**config.mk**
```make
export PLATFORM = sky130hd
export DESIGN_NAME = fetch_unit
export DESIGN_NICKNAME = d
export VERILOG_FILES = /design/src/rtl/cpu_pkg.sv /design/src/rtl/pc_reg.sv /design/src/rtl/fetch_unit.sv
export SDC_FILE = /design/constraint.sdc
export NUM_CORES = 1
export LEC_CHECK = 0
export CAP_MARGIN = 20
export CORE_MARGIN = 3
export CORE_UTILIZATION = 30
export CTS_BUF_LIST = sky130_fd_sc_hd__clkbuf_2 sky130_fd_sc_hd__clkbuf_4 sky130_fd_sc_hd__clkbuf_8
export DETAILED_ROUTE_END_ITERATION = 8
export DONT_BUFFER_PORTS = 1
export PLACE_DENSITY = 0.55
export SKIP_CTS_REPAIR_TIMING = 1
export SYNTH_ARGS = -nofsm -noshare
export SYNTH_HDL_FRONTEND = slang
export SYNTH_HIERARCHICAL = 1
export SYNTH_SLANG_ARGS = --single-unit
```
**constraint.sdc**
```tcl
create_clock -name clk -period 4.4 [get_ports clk]
set_input_delay 0.66 -clock clk [delete_from_list [all_inputs] [get_ports clk]]
set_output_delay 0.66 -clock clk [all_outputs]
set_load 0.01 [all_outputs]
```
**src/rtl/cpu_pkg.sv**
```systemverilog
// Shared definitions for the stack CPU: fetch FSM state encoding,
// default reset PC and instruction-memory sizing.
package cpu_pkg;

    typedef enum logic [1:0] {
        FS_RUN    = 2'd0,
        FS_HALTED = 2'd1,
        FS_FAULT  = 2'd2
    } fetch_state_t;

    localparam int unsigned CPU_ABITS    = 32;
    localparam int unsigned CPU_RESET_PC = 0;

    // Instruction memory holds a quarter of the address space, in words.
    localparam longint unsigned IMEM_WORDS = 64'd1 << (CPU_ABITS - 2);

    // Instruction-memory word count for an arbitrary address width.
    function automatic longint unsigned imem_words(input int unsigned abits);
        return 64'd1 << (abits - 2);
    endfunction

endpackage

```
**src/rtl/pc_reg.sv**
```systemverilog
// Program counter register with load (redirect), increment and hold.
// Load takes priority over increment; with neither asserted the PC holds.
module pc_reg
    import cpu_pkg::*;
#(
    parameter int unsigned ABITS    = CPU_ABITS,
    parameter int unsigned RESET_PC = CPU_RESET_PC
) (
    input  logic             clk,
    input  logic             rst,
    input  logic             load,
    input  logic [ABITS-1:0] load_pc,
    input  logic             inc,
    output logic [ABITS-1:0] pc
);

    logic [ABITS-1:0] pc_q;
    logic [ABITS-1:0] pc_d;

    // Next-PC selection: redirect target, sequential increment, or hold.
    always_comb begin
        pc_d = pc_q;
        if (load) begin
            pc_d = load_pc;
        end else if (inc) begin
            pc_d = pc_q + {{(ABITS-1){1'b0}}, 1'b1};
        end
    end

    // PC register; reset returns to the configured boot address.
    always_ff @(posedge clk or posedge rst) begin
        if (rst) begin
            pc_q <= ABITS'(RESET_PC);
        end else begin
            pc_q <= pc_d;
        end
    end

    assign pc = pc_q;

endmodule

```
**src/rtl/fetch_unit.sv**
```systemverilog
// Instruction-fetch stage: drives the combinational-read instruction memory,
// captures each word into a one-entry instruction register offered to the
// decoder over valid/ready, and handles redirect, halt and PC range fault.
module fetch_unit
    import cpu_pkg::*;
#(
    parameter int unsigned ABITS    = CPU_ABITS,
    parameter int unsigned DBITS    = 32,
    parameter int unsigned RESET_PC = CPU_RESET_PC
) (
    input  logic             clk,
    input  logic             rst,
    output logic             imem_en,
    output logic [ABITS-1:0] imem_addr,
    input  logic [DBITS-1:0] imem_data,
    input  logic             dec_ready,
    input  logic             redirect_valid,
    input  logic [ABITS-1:0] redirect_pc,
    input  logic             halt_req,
    output logic [DBITS-1:0] instr,
    output logic [ABITS-1:0] instr_pc,
    output logic             instr_valid,
    output logic             halted,
    output logic             fault,
    output logic [31:0]      fetch_count
);

    fetch_state_t     state_q, state_d;
    logic [DBITS-1:0] instr_q, instr_d;
    logic [ABITS-1:0] instr_pc_q, instr_pc_d;
    logic             instr_valid_q, instr_valid_d;
    logic [31:0]      fetch_count_q, fetch_count_d;

    logic [ABITS-1:0] pc;
    logic             pc_load;
    logic             pc_inc;

    logic is_run;
    logic take;
    logic slot_free;
    logic in_range;
    logic fetch;

    pc_reg #(
        .ABITS    (ABITS),
        .RESET_PC (RESET_PC)
    ) u_pc_reg (
        .clk     (clk),
        .rst     (rst),
        .load    (pc_load),
        .load_pc (redirect_pc),
        .inc     (pc_inc),
        .pc      (pc)
    );

    // The memory spans 2^(ABITS-2) words, so a PC is in range exactly when
    // its top two bits are clear.
    assign in_range  = (pc[ABITS-1 -: 2] == 2'b00);
    assign is_run    = (state_q == FS_RUN);
    assign take      = instr_valid_q & dec_ready;
    assign slot_free = ~instr_valid_q | dec_ready;
    assign fetch     = is_run & slot_free & ~redirect_valid & ~halt_req & in_range;

    // Reset gates the enable combinationally so it drops without a clock.
    assign imem_en   = fetch & ~rst;
    assign imem_addr = pc;

    // Next-state and datapath control; halt beats redirect beats fetch,
    // and a fault is only raised once the instruction slot has drained.
    always_comb begin
        state_d       = state_q;
        instr_d       = instr_q;
        instr_pc_d    = instr_pc_q;
        instr_valid_d = instr_valid_q;
        fetch_count_d = fetch_count_q;
        pc_load       = 1'b0;
        pc_inc        = 1'b0;
        if (is_run) begin
            if (halt_req) begin
                state_d       = FS_HALTED;
                instr_valid_d = 1'b0;
            end else if (redirect_valid) begin
                pc_load       = 1'b1;
                instr_valid_d = 1'b0;
            end else if (fetch) begin
                instr_d       = imem_data;
                instr_pc_d    = pc;
                instr_valid_d = 1'b1;
                pc_inc        = 1'b1;
                fetch_count_d = fetch_count_q + 32'd1;
            end else if (slot_free && !in_range) begin
                state_d       = FS_FAULT;
                instr_valid_d = 1'b0;
            end else if (take) begin
                instr_valid_d = 1'b0;
            end
        end
    end

    // State, instruction register and fetch counter.
    always_ff @(posedge clk or posedge rst) begin
        if (rst) begin
            state_q       <= FS_RUN;
            instr_q       <= '0;
            instr_pc_q    <= '0;
            instr_valid_q <= 1'b0;
            fetch_count_q <= '0;
        end else begin
            state_q       <= state_d;
            instr_q       <= instr_d;
            instr_pc_q    <= instr_pc_d;
            instr_valid_q <= instr_valid_d;
            fetch_count_q <= fetch_count_d;
        end
    end

    assign instr       = instr_q;
    assign instr_pc    = instr_pc_q;
    assign instr_valid = instr_valid_q;
    assign halted      = (state_q == FS_HALTED);
    assign fault       = (state_q == FS_FAULT);
    assign fetch_count = fetch_count_q;

endmodule
```
Word-level counts from Yosys, hierarchy flattened
Cells that the tools add are included.
{ "totals": {"inputBits": 69, "rom_bits": 0, "latch_bits": 0, "regBits": 131, "out_inout_bits": 132, "mem_count": 0, "wordCells": 51, "ram_bits": 0} }
{ "classes": {"mux": 18, "mul": 0, "div": 0, "eq_ne": 4, "bitwise": 11, "shift": 0, "order_cmp": 0, "reduce_logical": 10, "addsub": 2} }
{ "op_table": {"columns": ["operator", "count"], "rows": [
  ["adder 32 x 1 -> 32 bit, second input constant", 2],
  ["2-to-1 mux 32 bit", 2],
  ["2-to-1 mux 1 bit", 12],
  ["2-to-1 mux 2 bit", 4],
  ["AND reduction 4 bit", 2],
  ["AND 1 bit", 6],
  ["nonzero test 5 bit", 1],
  ["zero test 2 bit", 2],
  ["inverter 1 bit", 4],
  ["nonzero test 2 bit", 2],
  ["== test 2 x 1 -> 1 bit, second input constant", 1],
  ["== test 2 bit, second input constant", 1],
  ["inequality test 2 x 1 -> 1 bit, second input constant", 1],
  ["inequality test 2 bit, second input constant", 1],
  ["AND reduction 2 bit", 1],
  ["logical AND 1 bit", 1],
  ["zero test 1 bit", 1],
  ["bitwise OR 1 bit", 1]
]} }

Longest topological paths before layout
Gate-level depths: netlist of run 1.
{ "depth": {"word_depth": 12, "depth_mapped": 11} }

Modules after synthesis
Netlist of run 1, hierarchy kept.
{ "modules_own_cells": {"columns": ["mod", "area_per_inst_um2", "instances", "cells_per_inst"], "rows": [
  ["fetch_unit", 3960.0, 1, 416],
  ["pc_reg", 1871.8, 1, 212]
]} }

Worst setup path before layout of run 1
Ideal clock, no wire load.
{ "synth_path": {"path_type": "input to register", "from": "in halt_req", "to": "reg u_pc_reg.pc_q[20], in the netlist u_pc_reg/pc[20]", "setup_slack_ns": 1.174, "cell_stages": 11, "setup_ns": 0.082, "arrival_time_ns": 3.144, "path_cell_list": "nor2_1 nand3_1 clkbuf_1 inv_1 clkbuf_1 buf_4 nand3_1 or4_4 buf_6 or4_1 a31oi_1"} }
{ "synth_via": {"elab_chain_len": 8, "word_cells_on_any_way": 11, "cone_classes": "mux: 7; bitwise: 3; reduce/logical: 1"} }
{ "synth_lines": {"columns": ["element", "line", "rtl"], "rows": [
  ["from (decl)", "fetch_unit.sv:19", "input logic halt_req,"],
  ["inverter 1 bit (no line)", null, null],
  ["AND 1 bit (2 in series)", "fetch_unit.sv:62", "assign fetch = is_run & slot_free & ~redirect_valid & ~halt_req & in_range;"],
  ["2-to-1 mux 1 bit", "fetch_unit.sv:85", "end else if (fetch) begin"],
  ["2-to-1 mux 1 bit", "fetch_unit.sv:82", "end else if (redirect_valid) begin"],
  ["2-to-1 mux 1 bit *", "fetch_unit.sv:79", "if (halt_req) begin"],
  ["2-to-1 mux 1 bit *", "fetch_unit.sv:78", "if (is_run) begin"],
  ["net pc_inc", "fetch_unit.sv:36", "logic pc_inc;"],
  ["nonzero test 2 bit (no line) *", null, null],
  ["to (signal assigned)", "pc_reg.sv:33", "pc_q <= ABITS'(RESET_PC);"],
  ["to (signal assigned)", "pc_reg.sv:35", "pc_q <= pc_d;"],
  ["to (decl)", "pc_reg.sv:17", "logic [ABITS-1:0] pc_q;"]
]} }
Mark *: on every way through the listed nets, which the timed path passes. The rest lies on a longest branch.
A chain may end at the register's enable or synchronous reset.

Final worst setup path of run 1
{ "layout_path": {"from": "reg state_q[0]", "to": "reg u_pc_reg.pc_q[27], in the netlist u_pc_reg/pc[27]"} }
{ "layout_via": {"elab_chain_len": 10, "word_cells_on_any_way": 12, "cone_classes": "mux: 6; bitwise: 4; reduce/logical: 2"} }
{ "layout_lines": {"columns": ["element", "line", "rtl"], "rows": [
  ["from (decl)", "fetch_unit.sv:28", "fetch_state_t state_q, state_d;"],
  ["from (signal assigned)", "fetch_unit.sv:109", "state_q <= state_d;"],
  ["zero test 2 bit *", "fetch_unit.sv:59", "assign is_run = (state_q == FS_RUN);"],
  ["AND 1 bit (4 in series)", "fetch_unit.sv:62", null],
  ["2-to-1 mux 1 bit", "fetch_unit.sv:85", null],
  ["2-to-1 mux 1 bit", "fetch_unit.sv:82", null],
  ["2-to-1 mux 1 bit", "fetch_unit.sv:79", null],
  ["2-to-1 mux 1 bit", "fetch_unit.sv:78", null],
  ["nonzero test 2 bit (no line)", null, null]
]} }
Every way passes the cells marked *; elsewhere a longest branch is shown, timed or not.

==> summary.md, run 1 <==
| Metric | Value |
|---|---|
| Layout cell share with drive strength beyond 1 | under 10% |
| CORE AREA | 0.0189 mm² |
| Post-Route Setup TNS | 0 ns |
| Startpoint types | register |
| Largest net degree at the start of global routing | between 70 and 80 |
| Fin crit share | slightly above 70% |
| Commonest cells after routing, fill and taps aside | nand2_1 (227), dfrtp_1 (131), nor2_1 (35) |
| Num ports | ~200 |
| Power Density | around 370 mW/mm² |
| N_diodes | 0 |
| CTS sink cnt | ~130 |
| Yosys reg bits | 131 |
| Wirelength, routed | roughly 16000 µm |
| DP Wirelength | 10900 µm |
| GRT Util Overall | around 15% |
| DRC viols | 0 |
| Maximum capacitance violations | 0 |
| CTS tree | yes |
| Setup crit end kind | register |
| WP data arrival | approximately 3.5 ns |
| Post-Syn Area per Cell | 9.29 µm² |
| Post-route ant nets | 0 |
| Worst Path Required | between 4 and 5 ns |
| Die outline area | between 0.02 and 0.025 mm² |
| Async S/R FF share, synth | 100% |
| Initial Util | 30.9% |
| Chip Width | between 100 and 150 µm |
| Port Buffer Count | 0 |
| Antenna violations before repair | 0 |
| Fin. Hold Viols | 0 |
| Worst-Margin Slew | 0.973 ns |
| WS Path Type | register to register |
| Die height | 145 µm |
| Final slew viol count | 0 |
| H-tree level count | 4 |
| Filler cells | 1954 |
| Critical path peak fanout | 16 |
| Vias in the first global route | 4565 |
| Clk root buf | clkbuf_8 |
| Nets@finish | approximately 700 |
| Via-to-Cell Ratio | ~5 |
| Final weighted congestion in routability-driven placement | 0.789 |
| Number of core rows | 50 |
| Min cycle time layout | slightly above 3 ns |
| Count of cell types in the netlist | 39 |
| Post-synth EDFFs | 0 |
| Clock slew at reported path FFs | ~0.080 ns |
| Clk buf depth | 2 |
| Ys flop type | dfrtp_1 |
| CTS Buf Count | 17 |
| Worst vdd ir | 0.180 mV |
| Static Leak | between 3 and 4 nW |
| RSZ-0062 raised after global routing | false |
| Starting DRT DRC Count | around 190 |
| Hold Crit Class | input port to async pin |
| Total power | between 2 and 2.5 mW |
| Reg area | around 0.0033 mm² |
| DR pass1 iterations | 4 |
| Cell area after synthesis | just under 0.006 mm² |
| Clk_lat worst skew | roughly 0.43 ns |
| Routed via count | about 4500 |
| Yosys warning total | 6 |
| Global-route wire length before repair | ~25000 µm |
| Worst clock skew | 0.00864 ns |
| Sequential fraction of the synthesis area | a little under three fifths |
| Post-Syn Nets | around 700 |
| Max Freq | 321 MHz |
| Post-Synthesis Cells | 628 |
| Area grow syn2layout | 12.1% |
| # setup viols final | 0 |
| Routed len/inst | ~17 µm |
| Multi-input gate area | approximately 0.0024 mm² |
| Commonest non-fill, non-tap cell in the layout | nand2_1 |
| Status | completed |
| GRT Residual Overflow | 0 |
| Rel. slew slack | 34.7% |
[cells by family (layout without fill, tap and decap cells)]
logic type / after synthesis / after routing / share of synthesized area, %
buffers and inverters: 41 / 51 / 3.07
AND/OR/NAND/NOR: 357 / 357 / 28.0
multiplexers: 1 / 1 / 0.172
adder cells (fa/ha/maj): 2 / 2 / 0.429
XOR/XNOR: 43 / 43 / 6.46
flip-flops: 131 / 131 / 56.2
AO/OA/AOI/OAI: 53 / 53 / 5.69
[stage by stage]
stage               utilization (%)  hold WS, ns  cells  setup WS (ns)  cell area [µm²]
floorplan                         -        0.508    628           1.15             5830
global placement               32.2        0.533    865           1.39             6090
detailed placement             32.2        0.533    865           1.32             6090
CTS                            34.5        0.189    897           1.28             6520
global route                   34.6        0.122    898           1.09             6540
finish                         34.6        0.128    898           1.28             6540
[cell usage after synthesis, types with 4 or more instances]
library cell,count,share of area [%]
a31oi_1,17,1.8
nand3_1,23,2.0
inv_1,12,0.77
o21ai_0,18,1.5
dfrtp_1,131,56
buf_1,6,0.39
xor2_1,15,2.3
and4_1,5,0.75
nor4_1,4,0.43
or4_1,19,2.4
o31ai_1,15,1.9
nand4_1,12,1.3
nand2_1,227,15
and3_1,5,0.54
clkbuf_1,14,0.90
xnor2_1,28,4.2
buf_2,5,0.43
nor2_1,35,2.3
[worst paths after layout]
check	startpoint	endpoint	slack (ns)	cells past startpoint
setup / recovery	state_q[0]	u_pc_reg/pc[27]	1.28	7
hold / removal	rst	instr_pc[30]	0.13	1
setup reg to reg	state_q[0]	u_pc_reg/pc[27]	1.28	7
hold reg to reg	fetch_count[31]	fetch_count[31]	0.54	1
max in group asynchronous	rst	instr[3]	3.30	3
min in group clk	imem_data[9]	instr[9]	0.33	2
[critical path, stage by stage, from the launching register on]
cell and delay (ns):
dfrtp_1 0.46, nor4_2 0.47, nand3_4 0.12, inv_2 0.28, nand4_2 0.25, or4_1 0.75, or4_1 0.53, a31oi_1 0.17
[final cells by class]
| cell class | count | area share (%) |
|---|---|---|
| Sequential cell | 131 | 50.1 |
| Multi-Input combinational cell | 456 | 36.6 |
| Tap cell | 260 | 4.98 |
| Clock buffer | 18 | 3.79 |
| Clock inverter | 14 | 2.83 |
| Timing Repair Buffer | 6 | 0.880 |
| Inverter | 13 | 0.785 |
[routing by layer]
metal	vias up	part of all wire (%)	GRT usage (%)
met5	-	0	0
met4	0	1.2	4.18
met3	12	8.7	6.45
met2	169	49	24.7
met1	2225	41	17.3
li1	2098	-	-
[report_power, final]
part           switching (mW)  leakage [nW]  total [mW]  internal [mW]
logic                  0.0351          1.11      0.0512         0.0161
registers              0.0368          1.78        1.25           1.22
clock network           0.489         0.226        1.12          0.631
(Power assumes the default switching activity.)
==> run 2: changes to the inputs <==
- ABC_AREA: unset -> 1
- clock period: 4.4 -> 3.1 ns (I/O delays scaled with it)
==> summary.md, run 2 <==
| Metric | Value |
|---|---|
| Status | completed |
| Most frequent cell after synthesis | nand2_1 |
| Fin. Hold Viols | 0 (unchanged) |
| Starting DRT DRC Count | 373 (+99%) |
| Async S/R FF share, synth | 100% (unchanged) |
| Area grow syn2layout | 10.8% |
| Routed len/inst | 17.1 µm (-1.7%) |
| Fin crit share | 75.8% |
| Critical path, cell by cell | nor2_1, nand2_2, inv_1, nand2_2, nor2_1 |
| Final Util | 34.5% (-0.098 points) |
| WP data arrival | 1.89 ns (-1.56 ns) |
| Power Density | 457 mW/mm² (+23%) |
| Cell taking the most area after synthesis | dfrtp_1 |
| DR pass1 iterations | 5 (+1) |
| RSZ-0062 raised after global routing | false |
| Commonest cells in the netlist | nand2_1 (381), dfrtp_1 (131), nor2_1 (67) |
| Kind of cell adding the most delay to the critical path | simple AND/OR/NAND/NOR gates |
| Hold Crit Class | input port to async pin |
| Final weighted congestion in routability-driven placement | 0.830 (+5.2%) |
| Worst Path Required | 2.63 ns (-2.10 ns) |
| Critical path peak fanout | 5 (-11) |
| Antenna violations before repair | 0 (unchanged) |
| Die height | 155 µm (+6.7%) |
| Yosys warning total | 6 (unchanged) |
| Worst-Margin Slew | 0.932 ns (-0.0416 ns) |
| Largest net degree at the start of global routing | 73 (-6.4%) |
| Vias in the first global route | 5334 (+17%) |
| Wirelength, routed | 19700 µm (+26%) |
| Worst clock skew | 0.0201 ns (+0.0115 ns) |
| Met1 WL | 8600 µm (+35%) |
| Clk root buf | clkbuf_8 |
| H-tree level count | 4 (unchanged) |
| Routed via count | 5523 (+23%) |
| Total power | 3.38 mW (+39%) |
| Clk buf depth | 2 (unchanged) |
| Min cycle time layout | ~2.4 ns |
| Maximum capacitance violations | 0 (unchanged) |
| CORE AREA | 0.0214 mm² (+13%) |
| Clock slew at reported path FFs | 0.08 ns (about the same) |
| Final slew viol count | 0 (unchanged) |
| Slowest CP cell | dfrtp_1 |
| Via-to-Cell Ratio | 4.79 (-4.5%) |
| Startpoint types | register |
| CTS Buf Count | 17 (unchanged) |
| Die outline area | 0.0241 mm² (+14%) |
| Ys flop type | dfrtp_1 |
| Setup crit end kind | output pin |
| Critical path buffer and inverter count | 1 (unchanged) |
| Port Buffer Count | 0 (unchanged) |
| Chip Width | 155 µm (+6.7%) |
| DRC viols | 0 (unchanged) |
| Post-Synthesis Cells | 861 (+37%) |
| Rel. slew slack | 37.9% (+3.2 points) |
| Filler cells | 2292 (+17%) |
| DP Wirelength | 14500 µm (+34%) |
| CTS tree | yes |
| Num ports | 201 (unchanged) |
| Nets@finish | 938 (+35%) |
| Number of core rows | 53 (+6.0%) |
| Worst vdd ir | 0.222 mV (+23%) |
| N_diodes | 0 (unchanged) |
| Max Used Layer | met4 |
| WHS | 0.00197 ns (-0.126 ns) |
| Sequential fraction of the synthesis area | 49.1% (-7.1 points) |
| Layout cell share with drive strength beyond 1 | 9.91% (+1.4 points) |
| CP peak stage delay | 0.46 ns (-0.29 ns) |
| GRT Residual Overflow | 0 (unchanged) |
| WL met3 | 1760 µm (+29%) |
| Commonest cells after routing, fill and taps aside | nand2_1 (380), dfrtp_1 (131), nor2_1 (66) |
| Met2 wire length | 9050 µm (+18%) |
| Clk_lat worst skew | 0.45 ns (+0.02 ns) |
| Count of cell types in the netlist | 32 (-18%) |
| Post-synth EDFFs | 0 (unchanged) |
| Initial Util | 31.2% (+0.28 points) |
| CTS sink cnt | 131 (unchanged) |
| Static Leak | 3.68 nW (+18%) |
| GRT Util Overall | 16.3% (+1.5 points) |
| Yosys reg bits | 131 (unchanged) |
| WS Path Type | register to output pin |
| Max Freq | approximately 430 MHz |
| Synth top area cells | dfrtp_1 (49%), nand2_1 (21%), nor2_1 (3.8%), inv_1 (3.4%), nand3_1 (3.4%) |
| Post-route ant nets | 0 (unchanged) |
| Cell area after synthesis | 0.00667 mm² (+14%) |
| Post-Route Setup TNS | 0 ns (unchanged) |
| Post-Syn Nets | 932 (+33%) |
| Post-synth top area share | 49.1% (-7.1 points) |
| # setup viols final | 0 (unchanged) |
| Post-Syn Area per Cell | 7.75 µm² (-17%) |
| Commonest non-fill, non-tap cell in the layout | nand2_1 |
| Final Cell Area | 0.00739 mm² (+13%) |
| Global-route wire length before repair | 30800 µm (+22%) |
| Placed inst area | 0.00698 mm² (+15%) |
-- run 2: cell types whose count changed after synthesis, moves of 16 or more --
cell	change
nand2_1	+154
inv_1	+49
nor2_1	+32
a22oi_1	+24
xnor2_1	-23
nand3_1	+22
or4_1	-19
a31oi_1	-16
-- run 2: per-stage QoR --
stage,cells,worst slack [ns]
finish,1153,0.749
global route,1153,0.545
CTS,1153,0.644
detailed placement,1123,0.907
global placement,1123,0.918
floorplan,861,0.0446
-- run 2: logic make-up (layout without fill, tap and decap cells) --
| kind of cell | after synthesis | in the layout | share of synthesized area, % |
|---|---|---|---|
| xor gates and xnor gates | 23 | 23 | 3.02 |
| DFF | 131 | 131 | 49.1 |
| and+or+nand+nor | 569 | 569 | 37.2 |
| buffers and inverters | 91 | 108 | 5.61 |
| AOI/OAI and AO/OA | 45 | 45 | 4.63 |
| adders and majority gates | 2 | 2 | 0.375 |
-- run 2: power breakdown --
| group | switching, mW | internal (mW) |
|---|---|---|
| clock network | 0.698 | 0.846 |
| logic | 0.0502 | 0.0162 |
| registers | 0.0387 | 1.73 |
-- run 2: final timing paths --
kind	startpoint	to	slack, ns	depth (start not counted)
max	u_pc_reg/pc[31]	imem_en	0.75	5
min	rst	u_pc_reg/pc[4]	0.002	2
max reg2reg	u_pc_reg/pc[31]	fetch_count[18]	0.95	9
min reg2reg	state_q[1]	state_q[0]	0.54	1
max in group asynchronous	rst	instr[4]	2.22	2
min in group clk	imem_data[19]	instr[19]	0.14	2
-- run 2: per-layer routing --
metal  GRT usage [%]  up-vias
met5               0        -
met4            4.50        0
met3            5.59       19
met2            25.8      212
met1            21.4     2574
li1                -     2718
-- run 2: final cells by class --
| class | instances | area (µm²) | share of cell area (%) |
|---|---|---|---|
| multi-input combinational | 639 | 3030 | 40.9 |
| timing repair buffer | 11 | 82.6 | 1.12 |
| inverter | 67 | 254 | 3.44 |
| clock buffer | 21 | 277 | 3.74 |
| sequential | 131 | 3280 | 44.3 |
| tap | 275 | 344 | 4.65 |
| clock inverter | 9 | 131 | 1.78 |
==> run 3: changes to the inputs <==
- clock period: 3.1 -> 2.4 ns (I/O delays scaled with it)
==> summary.md, run 3 (synthesis gave the netlist of run 2 again) <==
| Metric | Value |
|---|---|
| Status | completed |
| CTS sink cnt | 131 (unchanged) |
| FF-to-FF Start | state_q[0] |
| Setup crit end kind | output pin |
| Static Leak | 3.70 nW (+0.68%) |
| Worst clock skew | 0.0135 ns (-0.00664 ns) |
| Startpoint types | register |
| CORE AREA | 0.0214 mm² (unchanged) |
| Final weighted congestion in routability-driven placement | 0.807 (-2.8%) |
| Num ports | 201 (unchanged) |
| CTS tree | yes |
| Critical path buffer and inverter count | 1 (unchanged) |
| Grt peak-use layer | met2 |
| CTS Buf Count | 17 (unchanged) |
| Nets@finish | 947 (+0.96%) |
| Final slew viol count | 0 (unchanged) |
| Worst vdd ir | 0.289 mV (+30%) |
| Fin crit share | between 90 and 100% |
| Total power | 4.18 mW (+24%) |
| GRT met2 Usage | 26.9% (+1.1 points) |
| # setup viols final | 0 (unchanged) |
| DR pass1 iterations | 5 (unchanged) |
| Power Density | 561 mW/mm² (+23%) |
| Port Buffer Count | 0 (unchanged) |
| Final Cell Area | 0.00745 mm² (+0.76%) |
| Commonest non-fill, non-tap cell in the layout | nand2_1 |
| Starting DRT DRC Count | 320 (-14%) |
| Min cycle time layout | roughly 2.3 ns |
| Largest net degree at the start of global routing | 62 (-15%) |
| Clk root buf | clkbuf_8 |
| Layout cell share with drive strength beyond 1 | 10.5% (+0.55 points) |
| Commonest cells after routing, fill and taps aside | nand2_1 (380), dfrtp_1 (131), nor2_1 (66) |
| Crit path from | u_pc_reg/pc[31] |
| Chip Width | 155 µm (unchanged) |
| GRT Util Overall | 16.6% (+0.26 points) |
| Clk buf depth | 2 (unchanged) |
| DP Wirelength | 14400 µm (-0.66%) |
| Antenna violations before repair | 1 (+1) |
| Via-to-Cell Ratio | 4.77 (-0.47%) |
| DRC viols | 0 (unchanged) |
| Wirelength, routed | 19700 µm (+0.27%) |
| Met3 Track Usage GR | 5.92% (+0.33 points) |
| Clock slew at reported path FFs | 0.08 ns (about the same) |
| Die outline area | 0.0241 mm² (unchanged) |
| WS Path Type | register to output pin |
| Fin. Hold Viols | 0 (unchanged) |
| Worst-Margin Slew | 0.772 ns (-0.160 ns) |
| CP peak stage delay | 0.38 ns (-0.08 ns) |
| Clk_lat worst skew | 0.45 ns (about the same) |
| Routed len/inst | 16.9 µm (-0.76%) |
| H-tree level count | 4 (unchanged) |
| Initial Util | 31.2% (unchanged) |
| Post-Route Setup TNS | 0 ns (unchanged) |
| GR Util met1 | 20.9% (-0.47 points) |
| WP data arrival | 1.90 ns (about the same) |
| Hold Crit Class | input port to register |
| HP Start | imem_data[29] |
| Kind of cell adding the most delay to the critical path | simple AND/OR/NAND/NOR gates |
| Vias in the first global route | 5439 (+2.0%) |
| RSZ-0062 raised after global routing | false |
| Area grow syn2layout | 11.6% |
| Slowest CP cell | dfrtp_1 |
| Rel. slew slack | 48.5% (+11 points) |
| Worst Path Required | 2.04 ns (-0.59 ns) |
| Critical path peak fanout | 17 (+12) |
| Critical path, cell by cell | nor2_1, nand2_2, inv_1, nand2_2, nor2_1 |
| Number of core rows | 53 (unchanged) |
| # placed instances | 1127 (+0.36%) |
| Max Freq | 443 MHz |
| Non-filler cells, final | 1165 (+1.0%) |
| Global-route wire length before repair | 31300 µm (+1.8%) |
| Final Util | 34.8% (+0.26 points) |
| Die height | 155 µm (unchanged) |
| GRT Residual Overflow | 0 (unchanged) |
| Post-route ant nets | 0 (unchanged) |
| Routed via count | 5554 (+0.56%) |
| Maximum capacitance violations | 0 (unchanged) |
| Placed inst area | 0.00703 mm² (+0.63%) |
run 3: cell types whose count changed in the layout (fill, tap and decap cells not counted), moves of 2 or more:
cell / before / now
bufinv_16: 3 / 1
clkinv_4: 1 / 4
clkinv_2: 2 / 5
dlygate4sd3_1: 0 / 5
buf_4: 11 / 14
run 3: power breakdown:
group,switching [mW],internal [mW],leakage (nW)
combinational,0.0673,0.0262,1.74
clock,0.949,0.852,0.185
sequential,0.0487,2.24,1.78
run 3: per-stage QoR:
| step | hold slack (ns) | setup WS, ns |
|---|---|---|
| finish | 0.0249 | 0.143 |
| global placement | 0.381 | 0.374 |
| detailed placement | 0.378 | 0.396 |
| floorplan | 0.476 | 0.597 |
| CTS | -0.117 | 0.0601 |
| global route | 0.000478 | 0.0376 |
run 3: worst register-to-register path: stages (launching register included):
cell and delay, ns:
dfrtp_1 0.43, nor2_2 0.19, and3_1 0.34, buf_4 0.23, nor2_2 0.09, buf_4 0.25
a22oi_1 0.27, nand2_1 0.09
run 3: final timing paths:
kind	end	slack, ns	depth (start not counted)
min reg2reg	state_q[0]	0.54	1
max reg2reg	u_pc_reg/pc[30]	0.40	7
min	instr[29]	0.02	2
max in group asynchronous	fetch_count[10]	1.19	3
min in group asynchronous	u_pc_reg/pc[6]	0.55	3
max	imem_en	0.14	5
run 3: area by class of cell:
type / instances / area (µm²)
Inverter: 67 / 255
Clock buffer: 19 / 255
Antenna cell: 1 / 2.50
Timing Repair Buffer: 20 / 175
Tap cell: 275 / 344
Multi-Input combinational cell: 639 / 3030
Clock inverter: 13 / 113
Sequential cell: 131 / 3280
Fill cell: 2275 / 14000
run 3: metal layers:
layer / vias up / part of all wire [%]
met3: 14 / 8.2
met5: - / 0
met1: 2607 / 44
li1: 2759 / -
met2: 174 / 47
met4: 0 / 1.0
